**src/rtl/arpas_steer_ctl.sv**
```systemverilog
// ---------------------------------------------------------------------------
// arpas_steer_ctl
// Sequencer for one arpasmxm3 left/right signal router. It accepts a single
// transfer request (destination + length) and steers the router toward the
// destination when its feedback disagrees. Steering is normally done with an
// inc toggle pulse followed by a settle wait, or with a rev flip in the fast
// build. Once the router points the right way, din is gated onto sig for len
// cycles and done is pulsed.
//
// Optional feature macro: REV_FAST_EN
//   defined   : steering flips rev, the settle wait is skipped, inc stays 0
//   undefined : rev stays at REV_INIT, steering uses an inc pulse plus settle
//
// Parameters
//   LW        width of len and of the transfer/settle counter
//   SETTLE    idle cycles after an inc pulse before feedback is trusted (>=1)
//   REV_INIT  reset value of rev
//
// Ports
//   c     in   clock, rising edge
//   rn    in   asynchronous active-low reset
//   req   in   transfer request, sampled only while idle
//   dst   in   destination (0 = left, 1 = right), sampled with req
//   len   in   number of sig cycles, sampled with req
//   fb    in   router effective select feedback (0 = left, 1 = right)
//   din   in   data bit to route
//   inc   out  router toggle pulse (registered)
//   rev   out  router reverse control (registered)
//   sig   out  din while transferring, else 0
//   busy  out  high whenever the sequencer is not idle (registered)
//   done  out  one-cycle completion pulse (registered)
// ---------------------------------------------------------------------------
module arpas_steer_ctl #(
  parameter int   LW       = 4,
  parameter int   SETTLE   = 2,
  parameter logic REV_INIT = 1'b0
) (
  input  logic          c,
  input  logic          rn,
  input  logic          req,
  input  logic          dst,
  input  logic [LW-1:0] len,
  input  logic          fb,
  input  logic          din,
  output logic          inc,
  output logic          rev,
  output logic          sig,
  output logic          busy,
  output logic          done
);

  localparam logic [1:0] S_IDLE   = 2'd0;
  localparam logic [1:0] S_STEER  = 2'd1;
  localparam logic [1:0] S_SETTLE = 2'd2;
  localparam logic [1:0] S_XFER   = 2'd3;

  localparam logic [LW-1:0] CNT_ZERO    = LW'(0);
  localparam logic [LW-1:0] CNT_ONE     = LW'(1);
  localparam logic [LW-1:0] SETTLE_INIT = LW'(SETTLE - 1);

  logic [1:0]    state_q, state_d;
  logic [LW-1:0] cnt_q,   cnt_d;
  logic [LW-1:0] len_q,   len_d;
  logic          dst_q,   dst_d;
  logic          inc_q,   inc_d;
  logic          rev_q,   rev_d;
  logic          busy_q,  busy_d;
  logic          done_q,  done_d;
  logic          zero_done_s;

  // Next-state, counter and request-latch logic.
  always_comb begin
    state_d     = state_q;
    cnt_d       = cnt_q;
    len_d       = len_q;
    dst_d       = dst_q;
    zero_done_s = 1'b0;
    case (state_q)
      S_IDLE: begin
        // done_q high while idle means a zero-length request just finished;
        // a request in that cycle is deliberately left for the next one.
        if (req && !done_q) begin
          dst_d = dst;
          len_d = len;
          if (fb == dst) begin
            if (len == CNT_ZERO) begin
              zero_done_s = 1'b1;
            end else begin
              state_d = S_XFER;
              cnt_d   = len - CNT_ONE;
            end
          end else begin
            state_d = S_STEER;
          end
        end else begin
          state_d = S_IDLE;
        end
      end
      S_STEER: begin
`ifdef REV_FAST_EN
        // rev acts combinationally in the router, so no settle is needed.
        if (len_q == CNT_ZERO) begin
          state_d     = S_IDLE;
          zero_done_s = 1'b1;
        end else begin
          state_d = S_XFER;
          cnt_d   = len_q - CNT_ONE;
        end
`else
        state_d = S_SETTLE;
        cnt_d   = SETTLE_INIT;
`endif
      end
      S_SETTLE: begin
        if (cnt_q != CNT_ZERO) begin
          cnt_d = cnt_q - CNT_ONE;
        end else if (fb == dst_q) begin
          if (len_q == CNT_ZERO) begin
            state_d     = S_IDLE;
            zero_done_s = 1'b1;
          end else begin
            state_d = S_XFER;
            cnt_d   = len_q - CNT_ONE;
          end
        end else begin
          // Router did not follow the toggle: pulse it again.
          state_d = S_STEER;
        end
      end
      S_XFER: begin
        if (cnt_q != CNT_ZERO) begin
          cnt_d = cnt_q - CNT_ONE;
        end else begin
          state_d = S_IDLE;
        end
      end
      default: begin
        state_d = S_IDLE;
        cnt_d   = CNT_ZERO;
      end
    endcase
  end

  // Registered output decode, computed from the next state so the outputs
  // line up with the state they describe.
  always_comb begin
`ifdef REV_FAST_EN
    inc_d = 1'b0;
    rev_d = rev_q ^ (state_d == S_STEER);
`else
    inc_d = (state_d == S_STEER);
    rev_d = rev_q;
`endif
    busy_d = (state_d != S_IDLE);
    // done marks the final XFER cycle, or the idle cycle after a zero-length
    // request completes.
    done_d = zero_done_s || ((state_d == S_XFER) && (cnt_d == CNT_ZERO));
  end

  // State and output registers with asynchronous reset.
  always_ff @(posedge c or negedge rn) begin
    if (!rn) begin
      state_q <= S_IDLE;
      cnt_q   <= CNT_ZERO;
      len_q   <= CNT_ZERO;
      dst_q   <= 1'b0;
      inc_q   <= 1'b0;
      rev_q   <= REV_INIT;
      busy_q  <= 1'b0;
      done_q  <= 1'b0;
    end else begin
      state_q <= state_d;
      cnt_q   <= cnt_d;
      len_q   <= len_d;
      dst_q   <= dst_d;
      inc_q   <= inc_d;
      rev_q   <= rev_d;
      busy_q  <= busy_d;
      done_q  <= done_d;
    end
  end

  assign inc  = inc_q;
  assign rev  = rev_q;
  assign busy = busy_q;
  assign done = done_q;
  assign sig  = din & (state_q == S_XFER);

endmodule

```
**config.mk**
```make
export PLATFORM = sky130hd
export DESIGN_NAME = arpas_steer_ctl
export DESIGN_NICKNAME = d
export VERILOG_FILES = /design/src/rtl/arpas_steer_ctl.sv
export SDC_FILE = /design/constraint.sdc
export NUM_CORES = 1
export LEC_CHECK = 0
export ABC_AREA = 1
export CAP_MARGIN = 10
export CORE_UTILIZATION = 56
export CTS_CLUSTER_DIAMETER = 30
export DETAILED_ROUTE_END_ITERATION = 8
export PLACE_DENSITY = 0.81
export SETUP_SLACK_MARGIN = 0.1
export SLEW_MARGIN = 5
export SYNTH_ARGS = -nofsm -noshare
export SYNTH_HDL_FRONTEND = slang
export SYNTH_SLANG_ARGS = --single-unit
export TNS_END_PERCENT = 30
```
**constraint.sdc**
```tcl
create_clock -name c -period 3.5 [get_ports c]
set_input_delay 0.7 -clock c [delete_from_list [all_inputs] [get_ports c]]
set_output_delay 0.7 -clock c [all_outputs]
set_load 0.02 [all_outputs]
```
==> results.sh, run 1 <==
export IMPL_vdd_drop_max_uv=580
export IMPL_regArea_um2=350
export IMPL_p_comb_frac=0.631
export IMPL_drive_above_1_share=0.196
export IMPL_drtPass1Iterations=5
export IMPL_critPathLaunchType="input pin"
export IMPL_min_path_type="reg2reg"
export IMPL_grt_max_degree=15
export IMPL_root_buffer="clkbuf_4"
export IMPL_antenna_cells=0
export IMPL_dp_hpwl_mm=1.95
export IMPL_relSlewSlack=0.582
export IMPL_fin_crit_ps=2580
export IMPL_postCtsSetupBuffers=0
export IMPL_stdcell_count=204
export IMPL_viasPerCell=5.27
export IMPL_path_buf_inv=3
export IMPL_max_stage_delay_ps=600
export IMPL_syn_nets=178
export IMPL_power_density_nw_per_um2=905
export IMPL_p_switching_mw=0.605
export IMPL_yosysWarnings=0
export IMPL_rsz0062_at_grt="no"
export IMPL_num_rows=15
export IMPL_cpLargestDelayFamily="buffers and inverters"
export IMPL_grt_pass1_wl_mm=4.08
export IMPL_routedWlPerCell_um=12.2
export IMPL_max_cap_violations=0
export IMPL_syn_area_um2=1140
export IMPL_crit_top_cell="clkdlybuf4s50_1"
export IMPL_async_flop_share=1.00
export IMPL_p_sw_frac=0.505
export IMPL_crit_chain="clkdlybuf4s50_1 > inv_1 > nor2_1 > clkdlybuf4s50_1"
export IMPL_ant_nets=0
export IMPL_drt_total_wl_mm=2.48
export IMPL_core_um2=1820
export IMPL_setup_slack_ps=915
export IMPL_synth_area_leader_cell="dfrtp_1"
export IMPL_intPower_mw=0.592
export IMPL_fill_cells=154
export IMPL_dp_cells=200
export IMPL_timing_final_hold_violations=0
export IMPL_finalSetupViolCount=0
export IMPL_timing_fmax_mhz=387
export IMPL_clock_latency_ps=280
export IMPL_syn2layout_area_growth_pct=16.3
export IMPL_critPathKind="in2out"
export IMPL_yosysSeqAreaShare=0.308
export IMPL_cts_sinks=14
export IMPL_synthCells=164
export IMPL_period_share=0.738
export IMPL_multi_input_area_um2=656
export IMPL_synth_enable_flop_cells=0
export IMPL_cts_buffers=3
export IMPL_antenna_found_initial=0
export IMPL_cts_resized=0
export IMPL_seqPwrFrac=0.270
export IMPL_cp_end_kind="primary output"
export IMPL_synth_area_top_cells="dfrtp_1 31%, nand2_1 14%, inv_1 7.6%, nor2_1 5.6%, ha_1 4.4%"
export IMPL_p_leak_nw=0.701
export IMPL_dpl_worst_slack_ps=918
export IMPL_final_cell_area_um2=1320
export IMPL_h_tree_depth=1
export IMPL_outcome="complete, no violations"
export IMPL_cp_required_ps=2800
export IMPL_overflow=0
export IMPL_vias=1076
export IMPL_synth_most_common_cell="nand2_1"
export IMPL_slew_violations=0
export IMPL_yosysTopAreaCellShare=0.308
export IMPL_worst_pin_slew_ps=625
export IMPL_clockBufferDepth=2
export IMPL_die_area_um2=2220
export IMPL_remaining_drc_errors=0
export IMPL_cts_tree="done"
export IMPL_gp_congestion=0.917
export IMPL_grt_pass1_vias=979
export IMPL_cp_max_fo=1
export IMPL_fp_dieW_um=47.1
export IMPL_clk_pin_slew_worst_paths_ps=90
export IMPL_synth_seq_cells=14
export IMPL_grt_util_all_layers=0.271
export IMPL_io_buffers=13
export IMPL_avgSynthCellArea_um2=6.94
export IMPL_pin_count=15
export IMPL_finalNetCount=194
export IMPL_drt_initial_drc_count=43
export IMPL_ctsHoldBuffers=0
export IMPL_crit_arrival_ps=1880
export IMPL_dieHeight_um=47.1
export IMPL_start_util=0.625
export IMPL_clkPwrFrac=0.099
export IMPL_synth_commonest_cells="43 x nand2_1, 23 x inv_1, 17 x nor2_1, 14 x dfrtp_1, 10 x nand3_1"
export IMPL_finClkSkew_ps=4.64
export IMPL_synth_ff_type="dfrtp_1"
export IMPL_fin_setup_tns_ps=0
export IMPL_cp_slowest_cell="clkdlybuf4s50_1"
export IMPL_synth_cell_type_count=30
export IMPL_placedInstanceArea_um2=1290
registers in the layout, indices dropped and copies added (netlist names):
signal   cells
done         1
cnt_q        4
dst_q        1
inc          1
len_q        4
busy         1
state_q      2
per-stage QoR:
step | hold WS (ps) | utilization | total power [mW]
global route | 633 | 0.726 | 1.30
CTS | 591 | 0.726 | 1.20
detailed placement | 576 | 0.707 | 1.07
global placement | 548 | 0.707 | 1.04
finish | 584 | 0.726 | 1.20
floorplan | 404 | - | 0.897
layout make-up:
cell class / instances / share of cell area
Sequential cell: 14 / 0.265
Tap cell: 25 / 0.0237
Multi-Input combinational cell: 117 / 0.496
Inverter: 31 / 0.0899
Clock buffer: 4 / 0.0274
Timing Repair Buffer: 13 / 0.0984
logic make-up (layout without fill, tap and decap cells):
group	after synthesis	in the layout	synth area share
AND/OR/NAND/NOR	97	97	0.446
adder cells (fa/ha/maj)	4	4	0.0440
flip-flops	14	14	0.308
buffers and inverters	33	48	0.116
XOR/XNOR	2	2	0.0154
other	1	1	0.00330
AO/OA/AOI/OAI	13	13	0.0682
worst min-delay path: cells and delay by family (launching register included):
family                 cells  cell delay (ps)
DFF                        1              390
buffers and inverters      1               70
AOI/OAI and AO/OA          1               80
layer usage:
layer,GRT usage,share of wire,up-vias
met5,0,0,-
met4,0.0857,0.013,0
met3,0.0615,0.068,4
met2,0.461,0.49,40
met1,0.340,0.43,495
li1,-,-,537
cells in the final DEF, fill, tap and decap left out, types with 2 or more instances in the layout:
cell              n
clkbuf_4          3
clkdlybuf4s50_1  13
dfrtp_1          14
ha_1              4
inv_1            23
inv_2             7
nand2_1          43
nand2_2           6
nand2_4           2
nand3_1          10
nand3_2           4
nand4_1           3
nor2_1           17
nor2_2            2
nor2_4            4
nor3_1            2
o21ai_0           7
o21ai_2           2
power by group through the flow:
stage	Sequential (mW)	Combinational, mW	Clock (mW)
final	0.323	0.755	0.118
after detailed placement	0.326	0.743	0
after CTS	0.322	0.753	0.123
after global routing	0.330	0.843	0.131
after global placement	0.323	0.720	0
after floorplan	0.322	0.576	0
final timing paths:
kind,from,end,slack (ps),depth (start not counted)
worst max register to register,cnt_q[0],done,1810,12
min in group asynchronous,rn,dst_q,790,1
worst max-delay path,din,sig,920,4
worst min-delay path,dst_q,dst_q,580,2
worst min register to register,dst_q,dst_q,580,2
max in group asynchronous,rn,inc,2300,1
Note: power is estimated with default switching activity, not from simulation.
==> run 2, diff against run 1 <==
--- a/config.mk
+++ b/config.mk
@@ -7,10 +7,10 @@
 export LEC_CHECK = 0
 export ABC_AREA = 1
 export CAP_MARGIN = 10
-export CORE_UTILIZATION = 56
+export CORE_UTILIZATION = 49
 export CTS_CLUSTER_DIAMETER = 30
 export DETAILED_ROUTE_END_ITERATION = 8
-export PLACE_DENSITY = 0.81
+export PLACE_DENSITY = 0.75
 export SETUP_SLACK_MARGIN = 0.1
 export SLEW_MARGIN = 5
 export SYNTH_ARGS = -nofsm -noshare
==> constraint.sdc (replaced) <==
create_clock -name c -period 2.1 [get_ports c]
set_input_delay 0.42 -clock c [delete_from_list [all_inputs] [get_ports c]]
set_output_delay 0.42 -clock c [all_outputs]
set_load 0.02 [all_outputs]
==> results.sh, run 2 (synthesis results as in run 1) <==
export IMPL_die_area_um2=2520
export IMPL_remaining_drc_errors=0
export IMPL_worstRegToRegCells=12
export IMPL_routedWlPerCell_um=12.3
export IMPL_intPower_mw=1.00
export IMPL_core_um2=2190
export IMPL_cts_tree="done"
export IMPL_clock_latency_ps=290
export IMPL_final_common_cell="nand2_1"
export IMPL_period_share=0.857
export IMPL_dieHeight_um=50.2
export IMPL_pin_count=15
export IMPL_clk_pin_slew_worst_paths_ps=100
export IMPL_critPathLaunchType="input pin"
export IMPL_crit_chain="clkdlybuf4s50_1 > inv_1 > ha_1 > nand3_2 > nand3_4 > a21oi_1 > o21ai_0 > nand2_2 > nor2_1 > nand2_1 > nand2_1"
export IMPL_root_buffer="clkbuf_4"
export IMPL_p_switching_mw=1.02
export IMPL_antenna_cells=0
export IMPL_grt_pass1_vias=1038
export IMPL_drt_total_wl_mm=2.57
export IMPL_cts_buffers=3
export IMPL_antenna_found_initial=0
export IMPL_vias=1078
export IMPL_vdd_drop_max_uv=879
export IMPL_timing_final_hold_violations=0
export IMPL_final_cell_mix="43 x nand2_1, 23 x inv_1, 17 x nor2_1, 14 x dfrtp_1, 12 x clkdlybuf4s50_1"
export IMPL_start_util=0.519
export IMPL_seqPwrFrac=0.258
export IMPL_path_buf_inv=2
export IMPL_finalNetCount=197
export IMPL_max_cap_violations=0
export IMPL_cp_slowest_cell="clkdlybuf4s50_1"
export IMPL_io_buffers=13
export IMPL_path_depth=11
export IMPL_outcome="complete, no violations"
export IMPL_dpl_worst_slack_ps=45.6
export IMPL_syn2layout_area_growth_pct=18.5
export IMPL_crit_top_cell="nand2_1"
export IMPL_dp_hpwl_mm=2.08
export IMPL_startpoint="len[0]"
export IMPL_gp_congestion=0.948
export IMPL_num_rows=17
export IMPL_grt_pass1_wl_mm=4.49
export IMPL_met3_length_um=122
export IMPL_clkPwrFrac=0.100
export IMPL_clockBufferDepth=2
export IMPL_routed_top_layer="met4"
export IMPL_p_comb_frac=0.642
export IMPL_overflow=0
export IMPL_dp_cells=206
export IMPL_fin_setup_tns_ps=0
export IMPL_finalSetupViolCount=0
export IMPL_cp_required_ps=2280
export IMPL_min_path_type="in2async"
export IMPL_grt_max_degree=15
export IMPL_drtPass1Iterations=4
export IMPL_relSlewSlack=0.560
export IMPL_grt_util_all_layers=0.241
export IMPL_slew_violations=0
export IMPL_cts_sinks=14
export IMPL_drt_initial_drc_count=31
export IMPL_power_density_nw_per_um2=1500
export IMPL_finClkSkew_ps=5.78
export IMPL_drive_above_1_share=0.209
export IMPL_reg2reg_from="cnt_q[0]"
export IMPL_crit_arrival_ps=1980
export IMPL_finalCoreUtilization=0.615
export IMPL_ant_nets=0
export IMPL_cp_end_kind="register"
export IMPL_top_regs="cnt_q x4, len_q x4, state_q x2"
export IMPL_critPathKind="in2reg"
export IMPL_max_stage_delay_ps=480
export IMPL_fin_crit_ps=1800
export IMPL_p_leak_nw=0.720
export IMPL_p_sw_frac=0.506
export IMPL_postCtsSetupBuffers=0
export IMPL_stdcell_count=210
export IMPL_worst_pin_slew_ps=658
export IMPL_h_tree_depth=1
export IMPL_met1Wirelength_mm=1.18
export IMPL_setup_slack_ps=301
export IMPL_cp_max_fo=6
export IMPL_timing_fmax_mhz=556
export IMPL_rsz0062_at_grt="no"
export IMPL_cpLargestDelayFamily="buffers and inverters"
export IMPL_met2WireLength_mm=1.23
export IMPL_viasPerCell=5.13
export IMPL_fill_cells=194
export IMPL_fp_dieW_um=50.2
[run 2: cell types whose count changed in the layout (fill, tap and decap cells not counted), sizes merged]
cell,previous run,this run
clkdlybuf4s50,13,12
dlygate4sd2,0,1
buf,0,3
[run 2: what timing repair did]
action,CTS,global route
resized for setup,1,0
setup endpoints to repair,1,0
hold endpoints to repair,0,0
hold buffers,0,0
[run 2: final timing paths]
check                           end  slack (ps)
min reg2reg                   dst_q         580
max in group asynchronous      busy        1150
max                            done         300
max reg2reg                    done         420
min in group c                dst_q         580
min                        len_q[0]         530
[run 2: layout make-up]
| cell class | instances | area (µm²) | area share |
|---|---|---|---|
| multi-input cells | 117 | 656 | 0.487 |
| flip-flops and latches | 14 | 350 | 0.260 |
| repair buffers | 16 | 151 | 0.112 |
| inverters | 31 | 119 | 0.0882 |
| clock buffers | 4 | 36.3 | 0.0269 |
| well taps | 28 | 35.0 | 0.0260 |
[run 2: routing by layer]
metal,global-route usage,vias to the layer above
met1,0.307,498
met3,0.0333,6
met4,0.0905,0
met5,0,-
li1,-,541
met2,0.411,33
[run 2: through the flow]
stage	power (mW)	hold slack (ps)	area (µm²)
2_1_floorplan	1.50	124	1140
3_3_place_gp	1.79	551	1310
3_5_place_dp	1.82	562	1310
4_1_cts	2.03	558	1350
5_1_grt	2.21	568	1350
6_report	2.03	528	1350
[run 2: worst register-to-register path, cell delays in order (launching register included)]
cell     delay [ps]
dfrtp_1         420
inv_1           160
ha_1            300
nand3_1         130
nor2_1          100
nand2_1          90
nand3_2         100
nand2_2          60
inv_2            40
nand2_1          40
nor2_1           90
nand2_1          60
nand2_1          50
[run 2: power by group through the flow]
| stage | registers (mW) | clock network (mW) | logic [mW] |
|---|---|---|---|
| 2_1_floorplan | 0.536 | 0 | 0.960 |
| 3_3_place_gp | 0.524 | 0 | 1.26 |
| 3_5_place_dp | 0.527 | 0 | 1.30 |
| 4_1_cts | 0.522 | 0.201 | 1.31 |
| 5_1_grt | 0.542 | 0.218 | 1.45 |
| 6_report | 0.523 | 0.203 | 1.30 |
==> run 3, diff against run 2 <==
--- a/config.mk
+++ b/config.mk
@@ -10,6 +10,7 @@
 export CORE_UTILIZATION = 49
 export CTS_CLUSTER_DIAMETER = 30
 export DETAILED_ROUTE_END_ITERATION = 8
+export GPL_ROUTABILITY_DRIVEN = 0
 export PLACE_DENSITY = 0.75
 export SETUP_SLACK_MARGIN = 0.1
 export SLEW_MARGIN = 5
==> results.sh, run 3 (synthesis results as in run 1) <==
export IMPL_grt_util_all_layers=0.232
export IMPL_worst_pin_slew_ps=667
export IMPL_overflow=0
export IMPL_cp_slowest_cell="clkdlybuf4s50_1"
export IMPL_finalNetCount=195
export IMPL_root_buffer="clkbuf_4"
export IMPL_cts_tree="done"
export IMPL_outcome="complete, no violations"
export IMPL_cts_sinks=14
export IMPL_die_area_um2=2520
export IMPL_cp_end_kind="register"
export IMPL_timing_fmax_mhz=548
export IMPL_max_stage_delay_ps=420
export IMPL_power_density_nw_per_um2=1500
export IMPL_regArea_um2=350
export IMPL_dp_cells=204
export IMPL_start_util=0.519
export IMPL_period_share=0.869
export IMPL_top_regs="cnt_q x4, len_q x4, state_q x2"
export IMPL_crit_chain="clkdlybuf4s50_1 > inv_1 > ha_1 > nand3_2 > inv_1 > nand2_1 > nand2_1 > nand3_2 > nand2_2 > inv_2 > nand2_1 > nor2_1 > nand2_1 > nand2_1"
export IMPL_dieHeight_um=50.2
export IMPL_p_sw_frac=0.508
export IMPL_critPathLaunchType="input pin"
export IMPL_drive_above_1_share=0.200
export IMPL_fill_cells=219
export IMPL_remaining_drc_errors=0
export IMPL_critPathKind="in2reg"
export IMPL_final_cell_area_um2=1330
export IMPL_ctsHoldBuffers=0
export IMPL_seqPwrFrac=0.268
export IMPL_timing_final_hold_violations=0
export IMPL_antenna_found_initial=0
export IMPL_intPower_mw=0.984
export IMPL_final_common_cell="nand2_1"
export IMPL_clock_latency_ps=290
export IMPL_slew_violations=0
export IMPL_h_tree_depth=1
export IMPL_num_rows=17
export IMPL_power_mw=2.00
export IMPL_crit_arrival_ps=2000
export IMPL_placedInstanceArea_um2=1300
export IMPL_clkPwrFrac=0.098
export IMPL_vdd_drop_max_uv=981
export IMPL_finClkSkew_ps=4.46
export IMPL_relSlewSlack=0.554
export IMPL_stdcell_count=208
export IMPL_grt_max_degree=15
export IMPL_drtPass1Iterations=4
export IMPL_postCtsSetupBuffers=0
export IMPL_crit_top_cell="nand2_1"
export IMPL_drt_total_wl_mm=2.46
export IMPL_rsz0062_at_grt="no"
export IMPL_grt_pass1_wl_mm=4.31
export IMPL_pin_count=15
export IMPL_clockBufferDepth=2
export IMPL_fin_setup_tns_ps=0
export IMPL_p_leak_nw=0.710
export IMPL_final_cell_mix="43 x nand2_1, 23 x inv_1, 17 x nor2_1, 14 x dfrtp_1, 12 x clkdlybuf4s50_1"
export IMPL_multi_input_area_um2=656
export IMPL_min_path_type="in2async"
export IMPL_finalSetupViolCount=0
export IMPL_cp_required_ps=2270
export IMPL_cts_buffers=3
export IMPL_ant_nets=0
export IMPL_fp_dieW_um=50.2
export IMPL_hold_slack_ps=534
export IMPL_syn2layout_area_growth_pct=17.2
export IMPL_fin_crit_ps=1830
export IMPL_worstRegToRegCells=12
export IMPL_io_buffers=13
export IMPL_routedWlPerCell_um=11.8
export IMPL_core_um2=2190
export IMPL_clk_pin_slew_worst_paths_ps=90
export IMPL_grt_pass1_vias=997
export IMPL_vias=1065
export IMPL_cp_max_fo=3
export IMPL_antenna_cells=0
export IMPL_viasPerCell=5.12
export IMPL_p_comb_frac=0.633
export IMPL_p_switching_mw=1.02
export IMPL_drt_initial_drc_count=48
export IMPL_max_cap_violations=0
export IMPL_dp_hpwl_mm=2.02
-- run 3: cell count changes in the layout (fill, tap and decap cells not counted) --
cell   delta
buf_4     -2
-- run 3: layer usage --
layer  GRT usage  routed length [µm]  vias to the layer above
li1            -                   -                      540
met1       0.312                1090                      491
met2       0.362                1180                       29
met3      0.0303                 145                        5
met4       0.119                  42                        0
met5           0                   0                        -
-- run 3: cell type report --
| class | count | share of cell area |
|---|---|---|
| multi-input combinational | 117 | 0.492 |
| sequential | 14 | 0.263 |
| timing repair buffer | 14 | 0.102 |
| inverter | 31 | 0.0892 |
| clock buffer | 4 | 0.0272 |
| tap | 28 | 0.0263 |
-- run 3: worst paths after layout --
check                      slack, ps      from       end
setup reg to reg                 370  cnt_q[0]      done
hold reg to reg                  580     dst_q     dst_q
min in group c                   580     dst_q     dst_q
hold / removal                   530        rn     dst_q
setup / recovery                 270    len[0]      done
max in group asynchronous       1140        rn  cnt_q[3]
-- run 3: power groups by stage --
stage | Combinational [mW] | Sequential [mW] | Clock [mW]
2_1_floorplan | 0.960 | 0.536 | 0
3_3_place_gp | 1.23 | 0.536 | 0
3_5_place_dp | 1.26 | 0.541 | 0
4_1_cts | 1.26 | 0.535 | 0.201
5_1_grt | 1.43 | 0.554 | 0.209
6_report | 1.27 | 0.537 | 0.197
-- run 3: repair_timing --
action / 4_1_cts / 5_1_grt
resized for setup: 1 / 0
endpoints found under the hold margin: 0 / 0
setup endpoints to repair: 1 / 0
-- run 3: critical path: cells and delay by family --
| family | cells | cell delay [ps] |
|---|---|---|
| buffers and inverters | 4 | 640 |
| and+or+nand+nor | 9 | 730 |
| adders and majority gates | 1 | 210 |
-- run 3: through the flow --
| step | setup slack (ps) | utilization |
|---|---|---|
| 2_1_floorplan | 639 | - |
| 3_3_place_gp | 54.6 | 0.592 |
| 3_5_place_dp | -4.11 | 0.592 |
| 4_1_cts | 290 | 0.608 |
| 5_1_grt | 151 | 0.608 |
| 6_report | 275 | 0.608 |
